**src/rtl/tod_counter.sv**
```systemverilog
// Time-of-day counter: prescaled seconds, hh:mm:ss in 24-hour binary,
// synchronous load with range checking, second/day pulses and an
// optional one-shot alarm compare enabled by the TOD_ALARM_EN macro.
module tod_counter #(
  parameter int unsigned TICKS_PER_SEC = 50000000
) (
  input  logic       clk,
  input  logic       rst_n,
  input  logic       run,
  input  logic       set_req,
  input  logic [4:0] set_hh,
  input  logic [5:0] set_mm,
  input  logic [5:0] set_ss,
  output logic       set_ack,
  output logic       set_err,
  output logic [4:0] hh,
  output logic [5:0] mm,
  output logic [5:0] ss,
  output logic       sec_pulse,
  output logic       day_pulse,
  input  logic       alarm_arm,
  input  logic [4:0] alarm_hh,
  input  logic [5:0] alarm_mm,
  output logic       alarm_hit
);

  localparam int unsigned PW = (TICKS_PER_SEC > 2) ? $clog2(TICKS_PER_SEC) : 1;
  localparam logic [PW-1:0] PRE_MAX = PW'(TICKS_PER_SEC - 1);

  logic [PW-1:0] pre_q;
  logic [PW-1:0] pre_d;
  logic [4:0]    hh_d;
  logic [5:0]    mm_d;
  logic [5:0]    ss_d;
  logic          sec_d;
  logic          day_d;
  logic          ack_d;
  logic          err_d;
  logic          tick;
  logic          load_ok;

  // Next-state: a load (valid or not) owns the cycle; otherwise run advances time
  always_comb begin
    tick    = run && (pre_q == PRE_MAX);
    load_ok = set_req && (set_hh < 5'd24) && (set_mm < 6'd60) && (set_ss < 6'd60);
    pre_d   = pre_q;
    hh_d    = hh;
    mm_d    = mm;
    ss_d    = ss;
    sec_d   = 1'b0;
    day_d   = 1'b0;
    ack_d   = 1'b0;
    err_d   = 1'b0;
    if (set_req) begin
      if (load_ok) begin
        hh_d  = set_hh;
        mm_d  = set_mm;
        ss_d  = set_ss;
        pre_d = '0;
        ack_d = 1'b1;
      end else begin
        err_d = 1'b1;
      end
    end else if (run) begin
      if (tick) begin
        pre_d = '0;
        sec_d = 1'b1;
        if (ss == 6'd59) begin
          ss_d = 6'd0;
          if (mm == 6'd59) begin
            mm_d = 6'd0;
            if (hh == 5'd23) begin
              hh_d  = 5'd0;
              day_d = 1'b1;
            end else begin
              hh_d = hh + 5'd1;
            end
          end else begin
            mm_d = mm + 6'd1;
          end
        end else begin
          ss_d = ss + 6'd1;
        end
      end else begin
        pre_d = pre_q + PW'(1);
      end
    end
  end

  // Time, prescaler and status pulse registers
  always_ff @(posedge clk or negedge rst_n) begin
    if (!rst_n) begin
      pre_q     <= '0;
      hh        <= 5'd0;
      mm        <= 6'd0;
      ss        <= 6'd0;
      sec_pulse <= 1'b0;
      day_pulse <= 1'b0;
      set_ack   <= 1'b0;
      set_err   <= 1'b0;
    end else begin
      pre_q     <= pre_d;
      hh        <= hh_d;
      mm        <= mm_d;
      ss        <= ss_d;
      sec_pulse <= sec_d;
      day_pulse <= day_d;
      set_ack   <= ack_d;
      set_err   <= err_d;
    end
  end

`ifdef TOD_ALARM_EN
  logic alarm_d;

  // Alarm fires only on a tick landing on hh:mm:00; out-of-range alarm fields never match
  always_comb begin
    alarm_d = sec_d && alarm_arm && (alarm_hh < 5'd24) && (alarm_mm < 6'd60) &&
              (hh_d == alarm_hh) && (mm_d == alarm_mm) && (ss_d == 6'd0);
  end

  // Registered alarm pulse
  always_ff @(posedge clk or negedge rst_n) begin
    if (!rst_n) begin
      alarm_hit <= 1'b0;
    end else begin
      alarm_hit <= alarm_d;
    end
  end
`else
  // Alarm inputs are ignored in this build
  wire unused_alarm = ^{alarm_arm, alarm_hh, alarm_mm};
  assign alarm_hit = 1'b0;
`endif

endmodule

```
**config.mk**
```make
export PLATFORM = sky130hd
export DESIGN_NAME = tod_counter
export DESIGN_NICKNAME = d
export VERILOG_FILES = /design/src/rtl/tod_counter.sv
export SDC_FILE = /design/constraint.sdc
export NUM_CORES = 1
export LEC_CHECK = 0
export BUFFER_PORTS_ARGS = -buffer_cell sky130_fd_sc_hd__buf_2
export CORE_ASPECT_RATIO = 1.2
export CORE_MARGIN = 1.5
export CORE_UTILIZATION = 50
export CTS_CLUSTER_SIZE = 14
export DETAILED_ROUTE_END_ITERATION = 16
export MAX_ROUTING_LAYER = met4
export PLACE_DENSITY = 0.87
export SLEW_MARGIN = 20
export SYNTH_ARGS = -nofsm -noshare
export SYNTH_HDL_FRONTEND = slang
export SYNTH_SLANG_ARGS = --single-unit
export TNS_END_PERCENT = 5
```
**constraint.sdc**
```tcl
create_clock -name clk -period 2.25 [get_ports clk]
set_clock_uncertainty 0.2 [all_clocks]
set_input_delay 0.3375 -clock clk [delete_from_list [all_inputs] [get_ports clk]]
set_output_delay 0.3375 -clock clk [all_outputs]
set_load 0.02 [all_outputs]
```
# --- Yosys cells after proc, flatten, opt, wreduce, memory -nomap -nowiden ---
# Cells that the tools add are included.
totals:
  reg_bits: 47
  in_bits: 33
  out_inout_bits: 22
classes:
  mux: 35
  magnitude_cmp: 3
  reduce_logical: 12
  add_sub_neg: 4
  eq_ne: 5
op_table:
  columns: ["operator", "n"]
  rows:
  - ["$mux 26", 4]
  - ["$mux 6", 11]
  - ["$mux 5", 7]
  - ["$add 26x1->26 const B", 1]
  - ["$eq 26x26->1 const B", 1]
  - ["$mux 1", 13]
  - ["$add 6x1->6 const B", 2]
  - ["$eq 6x6->1 const B", 2]
  - ["$lt 6x6->1 const B", 2]
  - ["$reduce_bool 2->1", 4]
  - ["$add 5x1->5 const B", 1]
  - ["$eq 5x5->1 const B", 1]
  - ["$lt 5x5->1 const B", 1]
  - ["$reduce_and 5->1", 1]
  - ["$logic_and 1x1->1", 4]
  - ["$reduce_and 4->1", 1]
  - ["$reduce_and 3->1", 1]
  - ["$ne 2x1->1 const B", 1]
  - ["$reduce_and 2->1", 1]

# --- Depth between registers and ports, before layout ---
logic_depth:
  depth_word: 7
  depth_mapped: 8
  mapped_depth_nobuf: 6

# --- Least setup slack after synthesis ---
# Ideal clock, no wire load.
synth_timing:
  path_type: "flip-flop to flip-flop"
  startpoint: "register pre_q[2]"
  endpoint: "register mm[3]"
  path_slack_ns: -0.247
  setup_ns: 0.075
  path_stages_with_launch: 7
  t_arrival_ns: 2.223
  path_buffers: 1
  required_time_ns: 1.975
  path_cell_list: "dfrtp_1 -> nand4_2 -> or4_4 -> buf_6 -> or4_4 -> o41a_1 -> o21ai_2"
synth_via:
  elab_chain_cells: 4
synth_lines:
  columns: ["element", "line_no", "text"]
  rows:
  - ["start, declared", "30", "logic [PW-1:0] pre_q;"]
  - ["start signal, assigned", "102", "pre_q <= pre_d;"]
  - ["$eq 26x26->1", "44", "tick = run && (pre_q == PRE_MAX);"]
  - ["$logic_and 1x1->1", "44", null]
  - ["$reduce_bool 2->1 (no source line)", null, null]
  - ["$reduce_and 4->1 (no source line)", null, null]
  - ["end signal, assigned", "104", "mm <= mm_d;"]
  - ["end, declared", "17", "output logic [5:0] mm,"]
# Every way passes these cells.
# A chain may end at the register's enable or synchronous reset.

# --- Final worst setup path ---
layout_timing:
  startpoint: "register pre_q[4]"
  endpoint: "register mm[3]"
# Same word-level chain as after synthesis.

==> results.json <==
{
  "grt_max_degree": 26,
  "pwr-share-comb": 0.311,
  "vias_per_cell": 6.11,
  "yosys_warnings": 0,
  "h-tree-depth": 2,
  "synth.avg_cell_area_um2": 8.98,
  "fp.dieW_um": 71.2,
  "initial_core_util": 0.524,
  "grt_first_pass_wirelength_um": 13000,
  "place_inst": 461,
  "setup_violations": 17,
  "cts.clk_slew.worst_paths_ps": 90,
  "synth_flop_cell": "dfrtp_1",
  "cts_setup_buffers": 0,
  "clock-root-buffer": "clkbuf_8",
  "nets": 444,
  "drc": 0,
  "numClockSinks": 47,
  "clockBufferDepth": 2,
  "peakVddDrop_mv": 0.332,
  "finalCritPeriodShare": 1.06,
  "die_area_mm2": 0.00604,
  "violations": "setup timing",
  "status": "complete, but fails checks",
  "report.power.total_uw": 2360,
  "n_antenna_cell": 0,
  "yosys.area.top_type": "dfrtp_1",
  "leakage_uw": 0.00163,
  "cts_buffers": 5,
  "p_clk_frac": 0.241,
  "slew_viol_final": 0,
  "drtIter0Drc": 186,
  "track_usage": 0.275,
  "routedWlPerCell_um": 16.6,
  "timing.fmax_mhz": 420,
  "num_rows": 29,
  "grt_pass1_vias": 2861,
  "power_density_mw_per_mm2": 634,
  "post-route-util": 0.697,
  "synth_nets": 348,
  "synth_cell_types": 54,
  "critPathLaunchType": "flop",
  "critPathArrivalTime_ps": 2430,
  "min_period_ps": 2380,
  "grt.overflow.total": 0,
  "worst_slack_ps": -133,
  "ant_nets": 0,
  "synth_seq_cells": 47,
  "layout.cells.non_filler": 470,
  "switching_share": 0.345,
  "synth_top_area_share": 0.421,
  "netlist_area_mm2": 0.00279,
  "yosysSeqAreaShare": 0.421,
  "worst_pin_slew_ps": 670,
  "coreArea_mm2": 0.00533,
  "pre_cts_slack_ps": -328,
  "die_h_um": 84.9,
  "cts_tree": "built",
  "finalHoldViolations": 0,
  "maxSlewHeadroom": 0.550,
  "clk_latency_ps": 310,
  "synthCells": 311,
  "dp_hpwl_um": 5590,
  "hp-class": "input port to flop",
  "critPathKind": "flop to flop",
  "cp-end-kind": "flop",
  "p_seq_frac": 0.448,
  "ys_async_sr_fraction": 1.00,
  "routabilityCongestion": 0.914,
  "num_vias": 2873,
  "synth_edf_count": 0,
  "syn_to_final_growth_pct": 33.1,
  "dr.pass1.iters": 5,
  "required_ps": 2290,
  "intPower_uw": 1550,
  "wl_um": 7780,
  "antenna_found_initial": 0,
  "synth_common_cells": "47 x dfrtp_1, 26 x nand2_1, 19 x nand3_1, 19 x nor2_1",
  "netSwitchingPower_uw": 814,
  "ios": 55,
  "yosys-top-cells-area": "dfrtp_1 42%, nand2_1 3.5%, nand3_1 3.4%",
  "numPortBuffers": 41,
  "crit_path_max_fanout": 4,
  "drive_above_1_share": 0.333,
  "rsz0062_at_grt": "yes",
  "synthMostInstantiatedCell": "dfrtp_1",
  "cap_violations": 0
}
## worst max-delay path: stages (launching register included)
cell and delay, ps:
dfrtp_1 370, nand4_2 140, or4_4 570, or4_4 590, o41a_1 350, o21ai_2 110
## metrics by stage
stage	cell area, um^2	TNS [ps]	hold slack [ps]
3_3_place_gp	3490	-2500	149
3_5_place_dp	3490	-3500	156
6_report	3720	-1090	56.9
4_1_cts	3670	-1110	58.6
2_1_floorplan	2800	-1540	-158
5_1_grt	3720	-2670	98.3
## path summary, 6_finish.rpt
kind | end | start | slack [ps] | cells after the start
setup / recovery | mm[3] | pre_q[4] | -130 | 5
hold / removal | mm[5] | set_mm[5] | 60 | 3
setup reg to reg | mm[3] | pre_q[4] | -130 | 5
hold reg to reg | mm[5] | mm[5] | 350 | 1
max in group asynchronous | pre_q[12] | rst_n | 980 | 3
min in group asynchronous | set_ack | rst_n | 340 | 2
## power groups by stage
stage               registers, uW  clock network [uW]  logic [uW]
global placement             1060                   0         663
detailed placement           1070                   0         684
global route                 1070                 611         797
floorplan                    1150                   0         307
CTS                          1050                 578         720
finish                       1060                 569         734
## cells in the final DEF, fill, tap and decap left out, types with 2 or more instances in the layout
cell type  synthesis  routed
buf_4              1      58
dfrtp_1           47      47
buf_2              2      41
nand2_1           26      26
nand3_1           19      19
a21oi_1           18      18
nor2_1            19      17
o21ai_0           18      16
inv_1             13      13
nor3_1            14      13
nand4_1           12      12
or3_1             10       9
xnor2_1            9       9
and4_1             8       8
nor4_1             9       7
clkbuf_8           0       7
o31ai_1            8       6
nor3b_1            4       4
and3_1             4       4
mux2_4             0       4
ha_1               4       4
nand2b_1           4       3
or4_4              2       3
o21a_1             3       3
mux2_2             7       3
buf_6              1       3
nand4b_1           2       2
o31ai_2            1       2
o31a_1             2       2
o21ai_1            0       2
o41ai_1            2       2
o22ai_1            2       2
a22o_1             2       2
nor2_4             0       2
o311ai_1           2       2
nor4b_1            2       2
## sequential cells by signal, summed over array words and instances, names as in the netlist
signal	count
pre_q	26
mm	6
ss	6
hh	5
day_pulse	1
sec_pulse	1
set_ack	1
set_err	1
## layer usage
layer | vias up | wire length [um] | track usage
li1 | 1360 | - | -
met1 | 1364 | 3060 | 0.307
met2 | 124 | 4050 | 0.473
met3 | 25 | 436 | 0.0463
met4 | 0 | 237 | 0.129
met5 | - | 0 | -
## layout make-up
type                    count  area (um^2)
repair buffers            105          719
fillers                   388         1620
clock buffers               8          100
multi-input cells         235         1600
flip-flops and latches     47         1180
well taps                  62         77.6
inverters                  13         48.8
## cell families after synthesis
kind of cell,after synthesis,share of synthesized area
compound gates,73,0.176
xor+xnor,10,0.0314
fa+ha+maj,4,0.0179
buf+inv,29,0.0439
flops,47,0.421
mux,7,0.0282
other cells,1,0.00134
simple gates,140,0.280
## repair_timing
item                                    4_1_cts  5_1_grt
pin swaps                                     2        2
hold buffers                                  1        0
endpoints found under the setup margin       32       39
endpoints found under the hold margin        22        0
gates resized for setup                      16       10
Power figures use the tool's default switching activity.
